$ cat src/rtl/sram_ctrl_pkg.sv
// Shared constants and state type for the word-wide SRAM controller.
// Four 512x8 macros are striped by byte lane to form a 2 KiB word memory.
package sram_ctrl_pkg;

    localparam int unsigned SRAM_N_BANKS = 4;
    localparam int unsigned SRAM_DEPTH   = 512;
    localparam int unsigned SRAM_AW      = 9;
    localparam int unsigned SRAM_DW      = 8;
    localparam int unsigned SRAM_BYTES   = 2048;

    typedef enum logic [1:0] {
        IDLE,
        RD,
        HOLD
    } sram_ctrl_state_t;

    // Active-low bit mask for one byte lane: all bits written or none.
    function automatic logic [SRAM_DW-1:0] lane_wen(input logic strb);
        return strb ? {SRAM_DW{1'b0}} : {SRAM_DW{1'b1}};
    endfunction

endpackage

$ cat src/rtl/sram_word_ctrl.sv
// Word-wide initiator for four byte-lane SRAM macros (gf180mcu 512x8).
// One transaction outstanding; read data comes straight from the macros in
// the cycle after the accept edge and is captured only if the response stalls.
// Optional build macro SRAM_WORD_CTRL_ERR_EN adds an rsp_err output flagging
// out-of-range or misaligned accesses.
module sram_word_ctrl
    import sram_ctrl_pkg::*;
#(
    parameter int unsigned        ADDR_W    = 32,
    parameter logic [ADDR_W-1:0]  BASE_ADDR = '0
) (
    input  logic                       clk,
    input  logic                       rst,
    input  logic                       req_valid,
    output logic                       req_ready,
    input  logic [ADDR_W-1:0]          req_addr,
    input  logic                       req_we,
    input  logic [SRAM_N_BANKS-1:0]    req_wstrb,
    input  logic [31:0]                req_wdata,
    output logic                       rsp_valid,
    input  logic                       rsp_ready,
    output logic [31:0]                rsp_rdata,
    output logic                       CEN  [0:SRAM_N_BANKS-1],
    output logic                       GWEN [0:SRAM_N_BANKS-1],
    output logic [SRAM_DW-1:0]         WEN  [0:SRAM_N_BANKS-1],
    output logic [SRAM_AW-1:0]         A    [0:SRAM_N_BANKS-1],
    output logic [SRAM_DW-1:0]         D    [0:SRAM_N_BANKS-1],
    input  logic [SRAM_DW-1:0]         Q    [0:SRAM_N_BANKS-1]
`ifdef SRAM_WORD_CTRL_ERR_EN
    ,
    output logic                       rsp_err
`endif
);

    sram_ctrl_state_t     state_q;
    logic [31:0]          rdata_q;
    logic [31:0]          q_word;
    logic [ADDR_W-1:0]    off;
    logic [SRAM_AW-1:0]   word_addr;
    logic                 in_range;
    logic                 acc;
    logic                 rd_go;
    logic                 wr_go;

    // Address decode relative to the window base; all upper offset bits must be zero.
    assign off       = req_addr - BASE_ADDR;
    assign in_range  = (off[ADDR_W-1:11] == '0) && (off[1:0] == 2'b00);
    assign word_addr = off[10:2];

    // Handshake: a new request may be taken while the current response retires.
    assign rsp_valid = (state_q != IDLE);
    assign req_ready = !rst && ((state_q == IDLE) || (rsp_valid && rsp_ready));
    assign acc       = req_valid && req_ready;
    assign rd_go     = acc && !req_we && in_range;
    assign wr_go     = acc && req_we && in_range;

    // Per-bank pin mapping; pins are idle unless an in-range access is accepted now.
    for (genvar i = 0; i < SRAM_N_BANKS; i++) begin : g_bank
        assign CEN[i]  = rd_go ? 1'b0 : (wr_go ? ~req_wstrb[i] : 1'b1);
        assign GWEN[i] = wr_go ? ~req_wstrb[i] : 1'b1;
        assign WEN[i]  = wr_go ? lane_wen(req_wstrb[i]) : {SRAM_DW{1'b1}};
        assign A[i]    = (rd_go || wr_go) ? word_addr : '0;
        assign D[i]    = wr_go ? req_wdata[SRAM_DW*i +: SRAM_DW] : '0;
        assign q_word[SRAM_DW*i +: SRAM_DW] = Q[i];
    end

    // Response data: live macro output in RD, captured copy in HOLD.
    always_comb begin
        rsp_rdata = '0;
        unique case (state_q)
            RD:      rsp_rdata = q_word;
            HOLD:    rsp_rdata = rdata_q;
            default: rsp_rdata = '0;
        endcase
    end

    // Controller FSM; Q is only valid until the next macro access, so a stalled
    // read response is captured into rdata_q before moving to HOLD.
    always_ff @(posedge clk) begin
        if (rst) begin
            state_q <= IDLE;
            rdata_q <= '0;
        end else begin
            unique case (state_q)
                IDLE: begin
                    if (acc) begin
                        state_q <= rd_go ? RD : HOLD;
                        rdata_q <= '0;
                    end
                end
                RD: begin
                    if (rsp_ready) begin
                        if (acc) begin
                            state_q <= rd_go ? RD : HOLD;
                            rdata_q <= '0;
                        end else begin
                            state_q <= IDLE;
                        end
                    end else begin
                        rdata_q <= q_word;
                        state_q <= HOLD;
                    end
                end
                HOLD: begin
                    if (rsp_ready) begin
                        if (acc) begin
                            state_q <= rd_go ? RD : HOLD;
                            rdata_q <= '0;
                        end else begin
                            state_q <= IDLE;
                        end
                    end
                end
                default: state_q <= IDLE;
            endcase
        end
    end

`ifdef SRAM_WORD_CTRL_ERR_EN
    logic err_q;

    // Error flag follows each accept; it only changes when a new transaction starts.
    always_ff @(posedge clk) begin
        if (rst) begin
            err_q <= 1'b0;
        end else if (acc) begin
            err_q <= !in_range;
        end
    end

    assign rsp_err = err_q && rsp_valid;
`endif

endmodule

$ cat config.mk
export PLATFORM = sky130hd
export DESIGN_NAME = sram_word_ctrl
export DESIGN_NICKNAME = d
export VERILOG_FILES = /design/src/rtl/sram_ctrl_pkg.sv /design/src/rtl/sram_word_ctrl.sv
export SDC_FILE = /design/constraint.sdc
export NUM_CORES = 1
export LEC_CHECK = 0
export BUFFER_PORTS_ARGS = -buffer_cell sky130_fd_sc_hd__buf_2
export CAP_MARGIN = 10
export CORE_AREA = 2 2 95 97
export CTS_BUF_LIST = sky130_fd_sc_hd__clkbuf_2
export CTS_CLUSTER_DIAMETER = 40
export DETAILED_ROUTE_END_ITERATION = 8
export DIE_AREA = 0 0 97 99
export GPL_TIMING_DRIVEN = 0
export PLACE_DENSITY = 0.75
export REMOVE_ABC_BUFFERS = 1
export SYNTH_ARGS = -nofsm -noshare
export SYNTH_HDL_FRONTEND = slang
export SYNTH_SLANG_ARGS = --single-unit
$ cat constraint.sdc
create_clock -name clk -period 3.9 [get_ports clk]
set_input_delay 0.39 -clock clk [delete_from_list [all_inputs] [get_ports clk]]
set_output_delay 0.39 -clock clk [all_outputs]
set_load 0.005 [all_outputs]
==> results of run 1 <==
-- layer usage --
metal	wire (microns)	vias up	global-route usage [%]
met5	13	-	0
met4	89	2	2.93
met3	763	10	3.90
met2	5130	166	34.3
met1	3890	1575	23.5
li1	-	1565	-
-- registers in the layout, indices dropped and copies added (netlist names) --
signal / flops
rdata_q: 32
state_q: 2
-- layout by cell type, fill, tap and decap left out, types with 2 or more instances in the layout --
cell	instances
nor2_1	4
nand3_1	2
buf_2	246
nor4_1	2
o21ai_0	6
nand4_1	32
ha_1	5
nor3_1	3
nand2_1	37
a22oi_1	32
clkbuf_2	6
dfxtp_1	34
a21oi_1	33
nor2b_1	32
buf_8	3
buf_16	2
nor4_2	3
inv_1	5
nand2b_1	2
and2_1	41
-- worst min-delay path, cell delays in order --
cell and delay (ns):
buf_2 0.10, nand2_1 0.05, a21oi_1 0.05
-- power by group --
part	internal [mW]	switching, mW	leakage [nW]
sequential	0.349	0.00138	0.274
clock	0.0442	0.114	0.0304
combinational	0.0645	0.0719	1.47
total	0.457	0.188	1.78
-- stage by stage --
step           cell area [sq um]  util (%)  power, mW  hold WS (ns)  instances
3_5_place_dp                3590      42.0      0.489         0.463        638
3_3_place_gp                3560      41.7      0.481         0.456        637
2_1_floorplan               2200         -      0.401         0.444        283
6_report                    3700      43.3      0.645         0.258        650
5_1_grt                     3700      43.3      0.685         0.196        650
4_1_cts                     3630      42.4      0.650         0.221        646
-- final cells by class --
class                   count  area [sq um]
clock buffers               6          30.0
clock inverters             2          8.76
fillers                   874          4850
inverters                   5          18.8
multi-input cells         244          1500
flip-flops and latches     34           681
well taps                 108           135
repair buffers            251          1330
-- final timing paths --
| path | slack (ns) | startpoint | endpoint |
|---|---|---|---|
| setup / recovery | 0.66 | state_q[0]$_SDFFE_PP0P_ | WEN[2] |
| hold / removal | 0.26 | Q[22] | rdata_q[14]$_SDFFE_PP0P_ |
| setup reg to reg | 1.22 | state_q[0]$_SDFFE_PP0P_ | rdata_q[28]$_SDFFE_PP0P_ |
| hold reg to reg | 0.48 | rdata_q[5]$_SDFFE_PP0P_ | rdata_q[5]$_SDFFE_PP0P_ |
-- cells by family (layout without fill, tap and decap cells) --
kind of cell | Yosys count | count (layout)
and+or+nand+nor | 164 | 164
DFF | 34 | 34
AOI/OAI and AO/OA | 75 | 75
adders and majority gates | 5 | 5
buffers and inverters | 96 | 264
==> impl_metrics.env, run 1 <==
export IMPL_synth_top_cell_area_share_pct=24.4
export IMPL_io_buffers=246
export IMPL_synth_common_cells="buf_4 (59), and2_1 (41), nand2_1 (37)"
export IMPL_cts_buffers=5
export IMPL_ant_nets=0
export IMPL_yosys_register_bits=34
export IMPL_cpPeakStageDelay_ns=0.74
export IMPL_dieWidth_microns=97
export IMPL_clock_path_buffers=2
export IMPL_place_congestion=0.843
export IMPL_fin_crit_sh_pct=83.1
export IMPL_crit_family="simple AND/OR/NAND/NOR gates"
export IMPL_cp_depth=7
export IMPL_finalHoldViolCount=0
export IMPL_dpl_hpwl_microns=7680
export IMPL_reg2reg_depth=7
export IMPL_grt_overflow=0
export IMPL_yosys_area_share_simple_pct=34.5
export IMPL_setup_viol=0
export IMPL_die_h_microns=99
export IMPL_grt_usage_pct=18.9
export IMPL_vias_per_cell=5.10
export IMPL_cp_arrival_ns=2.85
export IMPL_wl_microns=9880
export IMPL_tightestPinTransition_ns=1.20
export IMPL_skew_ns=0.0112
export IMPL_drive_above_1_share_pct=48.7
export IMPL_avgSynthCellArea_sq_um=7.46
export IMPL_grt_max_degree=37
export IMPL_antenna_found_initial=1
export IMPL_synthToLayoutAreaGrowth_pct=32.7
export IMPL_antenna_cells=0
export IMPL_synth_edf_count=0
export IMPL_cts_resized=0
export IMPL_synth_top_family_by_area="simple AND/OR/NAND/NOR gates"
export IMPL_syn_area_sq_um=2790
export IMPL_cpMaxStageDelayCell="nor3_4"
export IMPL_worst_path_buf_inv=2
export IMPL_drv_cap=0
export IMPL_route_detailed_drc=0
export IMPL_fmax_mhz=308
export IMPL_endpoint_kind="primary output"
export IMPL_ctsHtreeMaxLevel=2
export IMPL_syn_inst=374
export IMPL_ys_seq_area_share_pct=24.4
export IMPL_avgRoutedWirePerCell_microns=15.2
export IMPL_grt_pass1_wl_microns=14900
export IMPL_fin_ws_ns=0.658
export IMPL_root_buffer="clkbuf_2"
export IMPL_vias=3318
export IMPL_tns_ns=0
export IMPL_cellPowerDensity_nw_per_um2=174
export IMPL_crit_fanout=36
export IMPL_synth_top_cell_by_area="dfxtp_1"
export IMPL_outcome="finished, final reports clean"
export IMPL_postCtsSetupRepairBufs=0
export IMPL_startpoint_type="register"
export IMPL_core_area_sq_um=8550
export IMPL_synth_xor_area_share_pct=0
export IMPL_cts_tree="done"
export IMPL_nets=651
export IMPL_clock_latency_ns=0.35
export IMPL_synth_warnings=0
export IMPL_ir_drop_mv=0.0746
export IMPL_ys_types=31
export IMPL_first_iter_violations=206
export IMPL_synthArstFlopShare_pct=0
export IMPL_start_util_pct=32.6
export IMPL_num_io_pins=247
export IMPL_synthTopCellsByArea="dfxtp_1 (24%), buf_4 (16%), and2_1 (9.2%), a22oi_1 (8.6%), nand4_1 (7.2%)"
export IMPL_grt_pass1_vias=2891
export IMPL_synth_mux_area_share_pct=0
export IMPL_cts_sinks=34
export IMPL_synth_compound_area_share_pct=16.9
export IMPL_rsz0062_at_grt="false"
export IMPL_ys_flop_type="dfxtp_1"
export IMPL_die_area_sq_um=9600
export IMPL_worstPathRequired_ns=3.51
export IMPL_path_cells="inv_1 -> ha_1 -> nor2_1 -> nand4b_1 -> nor3_4 -> nand2_1 -> buf_2"
export IMPL_postCtsHoldBufs=0
export IMPL_critPathKind="register to primary output"
export IMPL_cts_clk_slew_worst_paths_ns=0.17
export IMPL_hold_path_class="input port to register"
export IMPL_hold_depth=3
export IMPL_p_leak_nw=1.78
export IMPL_dp_slack_ns=0.431
export IMPL_row_count=34
export IMPL_relSlewSlack_pct=19.9
export IMPL_synth_adder_area_share_pct=2.24
export IMPL_period_needed_ns=3.24
export IMPL_report_final_slew_viol_count=0
export IMPL_yosysMostFrequentCell="buf_4"
export IMPL_drt_first_pass_iters=4
Power figures use the tool's default switching activity.
==> inputs of run 2 (changes only) <==
--- a/config.mk
+++ b/config.mk
@@ -7,13 +7,13 @@
 export LEC_CHECK = 0
 export BUFFER_PORTS_ARGS = -buffer_cell sky130_fd_sc_hd__buf_2
 export CAP_MARGIN = 10
-export CORE_AREA = 2 2 95 97
+export CORE_AREA = 2 2 96 98
 export CTS_BUF_LIST = sky130_fd_sc_hd__clkbuf_2
 export CTS_CLUSTER_DIAMETER = 40
 export DETAILED_ROUTE_END_ITERATION = 8
-export DIE_AREA = 0 0 97 99
+export DIE_AREA = 0 0 98 100
 export GPL_TIMING_DRIVEN = 0
-export PLACE_DENSITY = 0.75
+export PLACE_DENSITY = 0.74
 export REMOVE_ABC_BUFFERS = 1
 export SYNTH_ARGS = -nofsm -noshare
 export SYNTH_HDL_FRONTEND = slang
==> constraint.sdc (replaced) <==
create_clock -name clk -period 3.3 [get_ports clk]
set_input_delay 0.33 -clock clk [delete_from_list [all_inputs] [get_ports clk]]
set_output_delay 0.33 -clock clk [all_outputs]
set_load 0.005 [all_outputs]
==> run 2 against run 1 <==
- register-to-register slack got worse by 0.81 ns
- sequential cell count did not move
- critical endpoint is now D[25]
- non-clock buffer count rose by 1
- cell area rose by 1.3%
==> impl_metrics.env, run 2 (synthesis gave the netlist of run 1 again) <==
export IMPL_outcome="finished, final reports clean"
export IMPL_cts_buffers=5
export IMPL_nets=653
export IMPL_route_detailed_drc=0
export IMPL_clkPwrFrac_pct=31.3
export IMPL_fmax_mhz=334
export IMPL_cts_tree="done"
export IMPL_setup_viol=0
export IMPL_place_congestion=0.922
export IMPL_endpoint_kind="primary output"
export IMPL_skew_ns=0.0102
export IMPL_relSlewSlack_pct=17.6
export IMPL_critPathKind="register to primary output"
export IMPL_cts_clk_slew_worst_paths_ns=0.18
export IMPL_die_h_microns=100
export IMPL_dieWidth_microns=98
export IMPL_r2r_end="rdata_q[29]$_SDFFE_PP0P_"
export IMPL_r2r_slack_ns=0.41
export IMPL_postCtsHoldBufs=0
export IMPL_grt_max_degree=37
export IMPL_crit_end="D[25]"
export IMPL_crit_fanout=18
export IMPL_row_count=35
export IMPL_totalPowerFinal_uw=848
export IMPL_worstPathRequired_ns=2.97
export IMPL_clock_latency_ns=0.37
export IMPL_swShare_pct=28.0
export IMPL_fin_ws_ns=0.303
export IMPL_root_buffer="clkbuf_2"
export IMPL_rsz0062_at_grt="false"
export IMPL_layout_common_cells="buf_2 (246), and2_1 (41), nand2_1 (37)"
export IMPL_avgRoutedWirePerCell_microns=19.0
export IMPL_final_common_cell="buf_2"
export IMPL_ctsHtreeMaxLevel=2
export IMPL_p_int_uw=611
export IMPL_dp_slack_ns=0.283
export IMPL_num_io_pins=247
export IMPL_r2r_start="state_q[0]$_SDFFE_PP0P_"
export IMPL_dpl_hpwl_microns=9680
export IMPL_largest_register_ffs=32
export IMPL_p_leak_nw=1.79
export IMPL_period_needed_ns=3.00
export IMPL_grt_usage_pct=23.4
export IMPL_tightestPinTransition_ns=1.24
export IMPL_drt_first_pass_iters=5
export IMPL_report_final_slew_viol_count=0
export IMPL_pwr_share_comb_pct=19.9
export IMPL_hold_path_class="input port to register"
export IMPL_ant_nets=0
export IMPL_fin_crit_sh_pct=90.8
export IMPL_top_regs="rdata_q: 32 flops, state_q: 2 flops"
export IMPL_ir_drop_mv=0.179
export IMPL_utilization_pct=42.2
export IMPL_drive_above_1_share_pct=49.0
export IMPL_wl_microns=12500
export IMPL_cellPowerDensity_nw_per_um2=226
export IMPL_startpoint_type="register"
export IMPL_drv_cap=0
export IMPL_vias_per_cell=5.26
export IMPL_cp_arrival_ns=2.67
export IMPL_reg2reg_depth=7
export IMPL_grt_pass1_vias=3092
export IMPL_io_buffers=246
export IMPL_tns_ns=0
export IMPL_clock_path_buffers=2
export IMPL_first_iter_violations=241
export IMPL_grt_pass1_wl_microns=17700
export IMPL_regMostFlops="rdata_q"
export IMPL_grt_overflow=0
export IMPL_vias=3453
export IMPL_start_util_pct=31.4
export IMPL_core_area_sq_um=8890
export IMPL_finalHoldViolCount=0
export IMPL_startpoint="state_q[0]$_SDFFE_PP0P_"
export IMPL_power_frac_seq_pct=48.8
export IMPL_die_area_sq_um=9800
export IMPL_cts_sinks=34
export IMPL_synthToLayoutAreaGrowth_pct=34.4
export IMPL_antenna_found_initial=0
export IMPL_switchingPower_uw=237
-- run 2: worst max-delay path: stages (launching register included) --
cell      delay [ns]
dfxtp_1         0.39
inv_1           0.09
ha_1            0.25
nor2_1          0.10
nand4b_1        0.40
nor3_2          0.70
and2_1          0.21
buf_2           0.15
-- run 2: routing by layer --
metal | vias up | routed length (microns) | GRT usage, % | share of wire [%]
met4 | 0 | 300 | 7.26 | 2.4
met2 | 197 | 6160 | 41.6 | 49
met1 | 1660 | 5050 | 29.3 | 41
met3 | 17 | 942 | 3.48 | 7.6
met5 | - | 0 | 0 | 0
li1 | 1579 | - | - | -
-- run 2: how the worst min path moves through the flow --
stage / depth (start not counted) / slack [ns] / start / endpoint
floorplan: 1 / 0.40 / rst / rdata_q[0]$_SDFFE_PP0P_
global placement: 2 / 0.46 / rdata_q[0]$_SDFFE_PP0P_ / rdata_q[0]$_SDFFE_PP0P_
detailed placement: 2 / 0.47 / rdata_q[18]$_SDFFE_PP0P_ / rdata_q[18]$_SDFFE_PP0P_
CTS: 3 / 0.16 / Q[26] / rdata_q[2]$_SDFFE_PP0P_
global route: 3 / 0.15 / Q[20] / rdata_q[12]$_SDFFE_PP0P_
finish: 3 / 0.18 / Q[0] / rdata_q[24]$_SDFFE_PP0P_
-- run 2: layout make-up --
cell class	count	area (sq um)
Sequential cell	34	681
Clock buffer	5	25.0
Tap cell	111	139
Antenna cell	2	5.00
Fill cell	949	5140
Inverter	5	18.8
Multi-Input combinational cell	245	1510
Timing Repair Buffer	252	1340
Clock inverter	2	33.8
-- run 2: power by group through the flow --
stage | combinational [mW] | clock [mW] | sequential (mW)
detailed placement | 0.161 | 0 | 0.422
floorplan | 0.0523 | 0 | 0.422
global placement | 0.151 | 0 | 0.422
CTS | 0.162 | 0.271 | 0.414
finish | 0.169 | 0.265 | 0.414
global route | 0.181 | 0.285 | 0.415
-- run 2: what timing repair did --
| item | 4_1_cts | 5_1_grt |
|---|---|---|
| setup endpoints to repair | 0 | 36 |
| buffers inserted | 0 | 1 |
| resized for setup | 0 | 1 |
-- run 2: stage by stage --
stage	instances	hold WS (ns)	area, sq um
after global routing	654	0.155	3750
after floorplan	283	0.399	2200
final	656	0.184	3750
after global placement	640	0.456	3570
after CTS	649	0.162	3680
after detailed placement	642	0.465	3620
